`src/rtl/apb_pkg.sv`:
```
// rtl/apb_pkg.sv - shared types and defaults for the APB requester
// Purpose: FSM state encoding and default bus widths used by apb_master.
// Ports: none (package).
package apb_pkg;

  // 2'b11 is unused; the FSM falls back to IDLE if it ever appears.
  typedef enum logic [1:0] {
    IDLE   = 2'b00,
    SETUP  = 2'b01,
    ACCESS = 2'b10
  } apb_state_e;

  localparam int unsigned DEF_DATAWIDTH = 8;
  localparam int unsigned DEF_ADDRWIDTH = 8;

endpackage

```
`src/rtl/apb_wait_timer.sv`:
```
// rtl/apb_wait_timer.sv - saturating ACCESS-phase wait counter
// Purpose: counts ACCESS cycles and flags the last cycle allowed before a timeout.
// Ports:
//   clk_i      clock, rising edge
//   clear_i    synchronous clear (has priority over enable)
//   enable_i   count this cycle
//   expired_o  high while the count equals TIMEOUT-1
module apb_wait_timer #(
  parameter int unsigned TIMEOUT = 16
) (
  input  logic clk_i,
  input  logic clear_i,
  input  logic enable_i,
  output logic expired_o
);

  localparam int unsigned CW = $clog2(TIMEOUT + 1);
  localparam logic [CW-1:0] LAST = CW'(TIMEOUT - 1);

  logic [CW-1:0] cnt_q;
  logic [CW-1:0] cnt_d;

  // Stops at LAST so the counter can never wrap back into a non-expired value.
  always_comb begin
    cnt_d = cnt_q;
    if (clear_i) begin
      cnt_d = '0;
    end else if (enable_i && (cnt_q != LAST)) begin
      cnt_d = cnt_q + 1'b1;
    end
  end

  always_ff @(posedge clk_i) begin
    cnt_q <= cnt_d;
  end

  assign expired_o = (cnt_q == LAST);

endmodule

```
`src/rtl/apb_master.sv`:
```
// rtl/apb_master.sv - host command to APB SETUP/ACCESS requester, two slaves
// Purpose: turns one host command into one APB transfer with PREADY timeout.
// Ports:
//   PCLK, PRESET                  clock and sync active-high reset
//   cmd_valid/ready/write/addr/wdata   host command port; addr MSB picks slave
//   rsp_valid/rdata/err           one-cycle response pulse, data/err held
//   PSEL1, PSEL2, PENABLE, PWRITE, PADDR, PWDATA   APB request side
//   PRDATA1, PRDATA2, PREADY      APB responder side
module apb_master
  import apb_pkg::*;
#(
  parameter int unsigned DATAWIDTH = DEF_DATAWIDTH,
  parameter int unsigned ADDRWIDTH = DEF_ADDRWIDTH,
  parameter int unsigned TIMEOUT   = 16
) (
  input  logic                 PCLK,
  input  logic                 PRESET,
  input  logic                 cmd_valid,
  output logic                 cmd_ready,
  input  logic                 cmd_write,
  input  logic [ADDRWIDTH:0]   cmd_addr,
  input  logic [DATAWIDTH-1:0] cmd_wdata,
  output logic                 rsp_valid,
  output logic [DATAWIDTH-1:0] rsp_rdata,
  output logic                 rsp_err,
  output logic                 PSEL1,
  output logic                 PSEL2,
  output logic                 PENABLE,
  output logic                 PWRITE,
  output logic [ADDRWIDTH-1:0] PADDR,
  output logic [DATAWIDTH-1:0] PWDATA,
  input  logic [DATAWIDTH-1:0] PRDATA1,
  input  logic [DATAWIDTH-1:0] PRDATA2,
  input  logic                 PREADY
);

  apb_state_e           state_q, state_d;
  logic                 sel2_q, sel2_d;
  logic                 pwrite_q, pwrite_d;
  logic [ADDRWIDTH-1:0] paddr_q, paddr_d;
  logic [DATAWIDTH-1:0] pwdata_q, pwdata_d;
  logic                 rsp_valid_q, rsp_valid_d;
  logic [DATAWIDTH-1:0] rsp_rdata_q, rsp_rdata_d;
  logic                 rsp_err_q, rsp_err_d;

  logic                 expired;
  logic                 done;
  logic                 busy;
  logic [DATAWIDTH-1:0] prdata_sel;

  // Ready is withheld during reset so a command seen then is never accepted.
  assign cmd_ready  = (state_q == IDLE) && !PRESET;
  assign busy       = (state_q == SETUP) || (state_q == ACCESS);
  assign done       = (state_q == ACCESS) && (PREADY || expired);
  assign prdata_sel = sel2_q ? PRDATA2 : PRDATA1;

  apb_wait_timer #(
    .TIMEOUT (TIMEOUT)
  ) u_wait_timer (
    .clk_i     (PCLK),
    .clear_i   (PRESET || (state_q != ACCESS) || done),
    .enable_i  (state_q == ACCESS),
    .expired_o (expired)
  );

  always_comb begin
    state_d     = state_q;
    sel2_d      = sel2_q;
    pwrite_d    = pwrite_q;
    paddr_d     = paddr_q;
    pwdata_d    = pwdata_q;
    rsp_valid_d = 1'b0;
    rsp_rdata_d = rsp_rdata_q;
    rsp_err_d   = rsp_err_q;
    case (state_q)
      IDLE: begin
        if (cmd_valid && cmd_ready) begin
          state_d  = SETUP;
          sel2_d   = cmd_addr[ADDRWIDTH];
          pwrite_d = cmd_write;
          paddr_d  = cmd_addr[ADDRWIDTH-1:0];
          pwdata_d = cmd_wdata;
        end
      end
      SETUP: state_d = ACCESS;
      ACCESS: begin
        // PREADY is checked first so a late ready on the final cycle still succeeds.
        if (PREADY) begin
          state_d     = IDLE;
          rsp_valid_d = 1'b1;
          rsp_err_d   = 1'b0;
          rsp_rdata_d = pwrite_q ? '0 : prdata_sel;
        end else if (expired) begin
          state_d     = IDLE;
          rsp_valid_d = 1'b1;
          rsp_err_d   = 1'b1;
          rsp_rdata_d = '0;
        end
      end
      default: state_d = IDLE;
    endcase
  end

  always_ff @(posedge PCLK) begin
    if (PRESET) begin
      state_q     <= IDLE;
      sel2_q      <= 1'b0;
      pwrite_q    <= 1'b0;
      paddr_q     <= '0;
      pwdata_q    <= '0;
      rsp_valid_q <= 1'b0;
      rsp_rdata_q <= '0;
      rsp_err_q   <= 1'b0;
    end else begin
      state_q     <= state_d;
      sel2_q      <= sel2_d;
      pwrite_q    <= pwrite_d;
      paddr_q     <= paddr_d;
      pwdata_q    <= pwdata_d;
      rsp_valid_q <= rsp_valid_d;
      rsp_rdata_q <= rsp_rdata_d;
      rsp_err_q   <= rsp_err_d;
    end
  end

  assign PSEL1     = busy && !sel2_q;
  assign PSEL2     = busy && sel2_q;
  assign PENABLE   = (state_q == ACCESS);
  assign PWRITE    = pwrite_q;
  assign PADDR     = paddr_q;
  assign PWDATA    = pwdata_q;
  assign rsp_valid = rsp_valid_q;
  assign rsp_rdata = rsp_rdata_q;
  assign rsp_err   = rsp_err_q;

endmodule

```
`config.mk`:
```
export PLATFORM = sky130hd
export DESIGN_NAME = apb_master
export DESIGN_NICKNAME = d
export VERILOG_FILES = /design/src/rtl/apb_pkg.sv /design/src/rtl/apb_wait_timer.sv /design/src/rtl/apb_master.sv
export SDC_FILE = /design/constraint.sdc
export NUM_CORES = 1
export LEC_CHECK = 0
export BUFFER_PORTS_ARGS = -buffer_cell sky130_fd_sc_hd__clkbuf_2
export CORE_MARGIN = 1.5
export CORE_UTILIZATION = 45
export CTS_BUF_LIST = sky130_fd_sc_hd__clkbuf_16
export DETAILED_ROUTE_END_ITERATION = 6
export GPL_TIMING_DRIVEN = 0
export PLACE_DENSITY = 0.77
export SYNTH_ARGS = -nofsm -noshare
export SYNTH_HDL_FRONTEND = slang
export SYNTH_HIERARCHICAL = 1
export SYNTH_SLANG_ARGS = --single-unit
```
`constraint.sdc`:
```
create_clock -name PCLK -period 3.8 [get_ports PCLK]
set_input_delay 0.38 -clock PCLK [delete_from_list [all_inputs] [get_ports PCLK]]
set_output_delay 0.38 -clock PCLK [all_outputs]
set_load 0.05 [all_outputs]
```
==> results of run 1 <==
[worst paths after layout]
| kind | end | slack, ns | cells past startpoint |
|---|---|---|---|
| max | u_wait_timer/cnt_q[3]$_SDFFE_PP0P_ | 1.91 | 7 |
| min reg2reg | PADDR[0]$_SDFFE_PP0P_ | 0.47 | 2 |
| max reg2reg | u_wait_timer/cnt_q[3]$_SDFFE_PP0P_ | 1.91 | 7 |
| min | PWDATA[7]$_SDFFE_PP0P_ | 0.30 | 3 |
[kinds of logic after synthesis]
group / Yosys count / synth area share
adder cells (fa/ha/maj): 5 / 0.0398
AO/OA/AOI/OAI: 32 / 0.144
AND/OR/NAND/NOR: 66 / 0.225
flip-flops: 35 / 0.446
multiplexers: 11 / 0.0773
buffers and inverters: 13 / 0.0566
XOR/XNOR: 2 / 0.0112
[report_power, final]
part           total [mW]  internal, mW  switching, mW
logic               0.211        0.0715          0.140
clock network       0.438         0.303          0.136
registers           0.401         0.390         0.0118
[worst register-to-register path, stage by stage, from the launching register on]
cell and delay (ns):
dfxtp_1 0.37, ha_1 0.17, and3_1 0.16, ha_1 0.31
nor3b_2 0.11, nand2b_1 0.18, and2b_1 0.20, mux2_1 0.28
[stage by stage]
| step | setup WS [ns] | hold slack [ns] | power [mW] | utilization | cell area [µm²] |
|---|---|---|---|---|---|
| after detailed placement | 1.89 | 0.462 | 0.622 | 0.590 | 1970 |
| after global placement | 1.92 | 0.452 | 0.620 | 0.590 | 1970 |
| after CTS | 1.88 | 0.296 | 1.07 | 0.637 | 2130 |
| after global routing | 1.80 | 0.319 | 1.10 | 0.637 | 2130 |
| after floorplan | 1.99 | 0.466 | 0.565 | - | 1570 |
| final | 1.91 | 0.304 | 1.05 | 0.637 | 2130 |
[layout make-up]
| class | instances | area, µm² |
|---|---|---|
| Sequential cell | 35 | 701 |
| Buffer | 9 | 73.8 |
| Inverter | 4 | 15.0 |
| Clock inverter | 2 | 33.8 |
| Tap cell | 46 | 57.6 |
| Timing Repair Buffer | 68 | 340 |
| Multi-Input combinational cell | 116 | 781 |
| Clock buffer | 5 | 125 |
| Fill cell | 317 | 1210 |
[layer usage]
| metal | GRT usage | vias up | wire length, µm |
|---|---|---|---|
| met4 | 0.100 | 0 | 53 |
| met3 | 0.0559 | 5 | 196 |
| met5 | 0 | - | 0 |
| li1 | - | 703 | - |
| met2 | 0.265 | 37 | 1510 |
| met1 | 0.229 | 603 | 1430 |
[placed cells by master, fill, tap and decap left out, types with 5 or more instances in the layout]
cell type / instances
a22oi_1: 8
buf_6: 5
clkbuf_16: 5
clkbuf_2: 68
dfxtp_1: 35
ha_1: 5
inv_1: 5
mux2_2: 8
nand2_1: 18
nand2b_1: 21
nor2_1: 15
o21ai_0: 7
o21ai_2: 11
[state kept, by name, summed over array words and instances, names as in the netlist]
register,count
PADDR,8
PWDATA,8
rsp_rdata,8
u_wait_timer/cnt_q,5
state_q,2
PWRITE,1
rsp_err,1
rsp_valid,1
sel2_q,1
==> impl_metrics.yaml, run 1 <==
placement:
  place_congestion: 0.757
  dp_hpwl_um: 2380
  placed_cells: 278
  portBuffers: 68
yosys:
  synth_ff_type: "dfxtp_1"
  synth_edf_count: 0
  synthArstFlopShare: 0
  ys_ff_latch: 35
  synth_cell_types: 30
  synth_commonest_cells: "35 x dfxtp_1, 21 x nand2b_1, 18 x nand2_1"
  syn_inst: 164
  synth_nets: 207
  synth_most_common_cell: "dfxtp_1"
  ys_seq_area_frac: 0.446
  avgSynthCellArea_um2: 9.57
  yosysTopAreaCell: "dfxtp_1"
  ys_top_cells_by_area: "dfxtp_1 45%, nand2b_1 8.4%, o21ai_2 6.1%, mux2_2 5.7%, nand2_1 4.3%"
  netlist_area_mm2: 0.00157
  yosysTopAreaCellShare: 0.446
  yosys_warnings: 6
floorplan:
  start_util: 0.471
  rows: 21
  io-pin-count: 69
  core_area_mm2: 0.00334
  fp.dieH_um: 62.1
  die_w_um: 62.1
  die_area_mm2: 0.00385
global_routing:
  grt-ovfl-total: 0
  grt_first_pass_wirelength_um: 4980
  grt_pass1_vias: 1170
  grt.total_usage: 0.178
  grt_max_degree: 11
  antenna_found_initial: 0
worst_setup_path:
  path_common_cell: "ha_1"
  crit_slowest_cell: "dfxtp_1"
  criticalPathCategory: "register to register"
  cp.arrival_ns: 2.05
  cp.required_ns: 3.96
  path_delay_family: "simple AND/OR/NAND/NOR gates"
  cp_cell_sequence: "ha_1 -> and3_1 -> ha_1 -> nor3b_2 -> nand2b_1 -> and2b_1 -> mux2_1"
  max_stage_delay_ns: 0.37
  crit_fanout: 6
  path_buf_inv: 0
  crit_path_end_kind: "register"
  startpoint: "u_wait_timer/cnt_q[0]$_SDFFE_PP0P_"
  r2r_start: "u_wait_timer/cnt_q[0]$_SDFFE_PP0P_"
  start_kind: "register"
min_path:
  min_from: "cmd_wdata[7]"
  hp-class: "primary input to register"
timing:
  fin_crit_ns: 1.89
  slew_viol_final: 0
  fin_crit_sh: 0.499
  hold_viol_final: 0
  setup_viol: 0
  tightest_slew_ns: 0.388
  finClkSkew_ns: 0.00192
  clock.fmax_ghz: 0.528
  tns_ns: 0
  rsz0062_at_grt: "no"
  relSlewSlack: 0.741
clock_tree:
  h-tree-depth: 2
  clock_path_buffers: 2
  postCtsSetupRepairBufs: 0
  cts_tree: "done"
  ctsHoldBuffers: 0
  root_buffer: "clkbuf_16"
  cts_buffers: 5
  path_clk_slew_ns: 0.05
  cts_sinks: 35
  clock_latency_ns: 0.27
  post_cts_resized: 0
detailed_routing:
  vias: 1348
  final_antenna_net_count: 0
  post_drt_wl_per_cell_um: 11.2
  first_pass_iters: 4
  drt_iter0_drc: 58
  drc_errors: 0
  drt_wl_total_um: 3180
  viasPerCell: 4.73
finish:
  synthToLayoutAreaGrowth_pct: 35.5
  final_cells: 285
  drive_above_1_share: 0.427
  fin_nets: 282
  diodes: 0
pwr:
  ir_drop_mv: 0.285
  p_leak_nw: 0.978
  power_density_mw_per_mm2: 494
run_status:
  status: "completed"
job:
  cap_viol_max_count: 0
Power figures use the tool's default switching activity.
==> inputs of run 2 (changes only) <==
CORE_UTILIZATION = 42   (was 45)
PLACE_DENSITY = 0.75   (was 0.77)
clock period = 1.6 ns   (was 3.8 ns; I/O delays follow)
==> run 2 against run 1 <==
  * The flow now finishes with violations (setup timing)
  * Wire length increased by 2.5%
  * Sequential power rose by 140%
  * Non-clock buffer count is 3 higher
  * Via count grew 0.22%
  * Power grew 120%
  * First-iteration DRC count is 5.2% lower
  * Clock skew rose by 0.00077 ns
  * Utilization fell by 3.1 points
  * Count of clock-buffer cells in the layout stayed put
  * Largest cell class unchanged
==> impl_metrics.yaml, run 2 (synthesis results as in run 1) <==
worst_setup_path:
  r2r_start: "u_wait_timer/cnt_q[0]$_SDFFE_PP0P_"
  cp.arrival_ns: 1.77
  crit_fanout: 5
  max_stage_delay_ns: 0.35
  path_common_cell: "ha_4"
  rrSetupSlack_ns: -0.01
  criticalPathCategory: "register to register"
  crit_slowest_cell: "dfxtp_4"
  reg2reg_to: "state_q[0]$_SDFFE_PP0P_"
  crit_path_end_kind: "register"
  start_kind: "register"
  critical_path.endpoint: "state_q[0]$_SDFFE_PP0P_"
  r2r_cells: 7
  cp.required_ns: 1.76
  startpoint: "u_wait_timer/cnt_q[0]$_SDFFE_PP0P_"
  cp_cell_sequence: "ha_4 -> and3_4 -> ha_4 -> nor3b_4 -> buf_4 -> o21ai_0 -> nor3b_1"
timing:
  worst_slack_ns: -0.0111
  finClkSkew_ns: 0.00269
  fin_crit_ns: 1.61
  tns_ns: -0.0193
  rsz0062_at_grt: "yes"
  fin_crit_sh: 1.01
  tightest_slew_ns: 0.372
  hold_viol_final: 0
  slew_viol_final: 0
  whs_ns: 0.0824
  relSlewSlack: 0.752
  setup_viol: 2
  clock.fmax_ghz: 0.621
placement:
  placed_cells: 280
  portBuffers: 68
  place_congestion: 0.674
  dp_hpwl_um: 2420
floorplan:
  die_area_mm2: 0.00411
  fp.dieH_um: 64.1
  io-pin-count: 69
  die_w_um: 64.1
  start_util: 0.432
  core_area_mm2: 0.00363
  rows: 22
global_routing:
  grt-ovfl-total: 0
  antenna_found_initial: 0
  grt.total_usage: 0.166
  grt_pass1_vias: 1300
  grt_first_pass_wirelength_um: 5400
  grt_max_degree: 11
detailed_routing:
  first_pass_iters: 4
  met2RoutedLength_um: 1420
  wl_met1_um: 1540
  drt_iter0_drc: 55
  drc_errors: 0
  vias: 1351
  drt_wl_total_um: 3260
  top_layer: "met4"
  wl_met3_um: 230
  viasPerCell: 4.66
  final_antenna_net_count: 0
  post_drt_wl_per_cell_um: 11.2
clock_tree:
  clock_latency_ns: 0.27
  ctsHoldBuffers: 0
  cts_tree: "done"
  h-tree-depth: 2
  path_clk_slew_ns: 0.05
  cts_sinks: 35
  clock_path_buffers: 2
  root_buffer: "clkbuf_16"
  cts_buffers: 5
run_status:
  status: "finished with violations"
  violations: "setup timing"
job:
  cap_viol_max_count: 0
finish:
  drive_above_1_share: 0.475
  diodes: 0
  fin_nets: 285
  fillers: 342
  layout_commonest_cell: "clkbuf_2"
  layout_common_cells: "65 x clkbuf_2, 32 x dfxtp_1, 20 x nand2b_1"
  final_cells: 290
  synthToLayoutAreaGrowth_pct: 40.4
pwr:
  power_density_mw_per_mm2: 1070
  ir_drop_mv: 0.712
  p_leak_nw: 0.986
min_path:
  hp-class: "primary input to register"
## run 2: cell count changes in the layout (fill, tap and decap cells not counted), sizes merged
cell,before,now
buf,7,13
clkbuf,75,72
clkinv,0,2
bufinv,1,0
inv,5,4
## run 2: stage by stage
stage                     power, mW   util  setup slack, ns  cell area, µm²
after global routing           2.46  0.607          -0.0810            2200
after floorplan                1.35      -           0.0249            1630
after detailed placement       1.48  0.558          -0.0897            2030
final                          2.35  0.607          -0.0111            2200
after CTS                      2.38  0.598          -0.0242            2170
after global placement         1.48  0.558          -0.0784            2030
## run 2: area by class of cell
type | instances | area [µm²] | share of cell area
multi-input cells | 116 | 843 | 0.383
well taps | 48 | 60.1 | 0.0272
clock buffers | 5 | 125 | 0.0568
flip-flops and latches | 35 | 707 | 0.321
inverters | 4 | 15.0 | 0.00681
plain buffers | 9 | 73.8 | 0.0335
clock inverters | 2 | 8.76 | 0.00397
repair buffers | 71 | 372 | 0.169
## run 2: worst min path at each step
stage / startpoint / end / slack [ns] / depth (start not counted)
CTS: cmd_addr[4] / PADDR[4]$_SDFFE_PP0P_ / 0.08 / 3
global placement: cmd_addr[6] / PADDR[6]$_SDFFE_PP0P_ / 0.36 / 3
finish: cmd_addr[7] / PADDR[7]$_SDFFE_PP0P_ / 0.08 / 3
global route: cmd_addr[7] / PADDR[7]$_SDFFE_PP0P_ / 0.08 / 3
detailed placement: cmd_addr[5] / PADDR[5]$_SDFFE_PP0P_ / 0.36 / 3
floorplan: PREADY / rsp_err$_SDFFE_PP0P_ / 0.26 / 1
## run 2: critical path, delay by kind of cell (launching register included)
family,cells,cell delay (ns)
AOI/OAI and AO/OA,1,0.06
adders and majority gates,2,0.33
buffers and inverters,1,0.16
DFF,1,0.35
and+or+nand+nor,3,0.60
## run 2: repair_timing
item,CTS,global route
endpoints found under the setup margin,3,7
setup buffers,0,3
resized for setup,3,7
pin swaps,2,1
## run 2: power breakdown
part	switching, mW	internal, mW	total (mW)
Combinational	0.338	0.183	0.521
Clock	0.322	0.558	0.880
Sequential	0.0296	0.924	0.954
## run 2: per-layer routing
layer,vias up,track usage
li1,706,-
met1,582,0.196
met2,55,0.279
met3,8,0.0370
met4,0,0.0878
met5,-,0
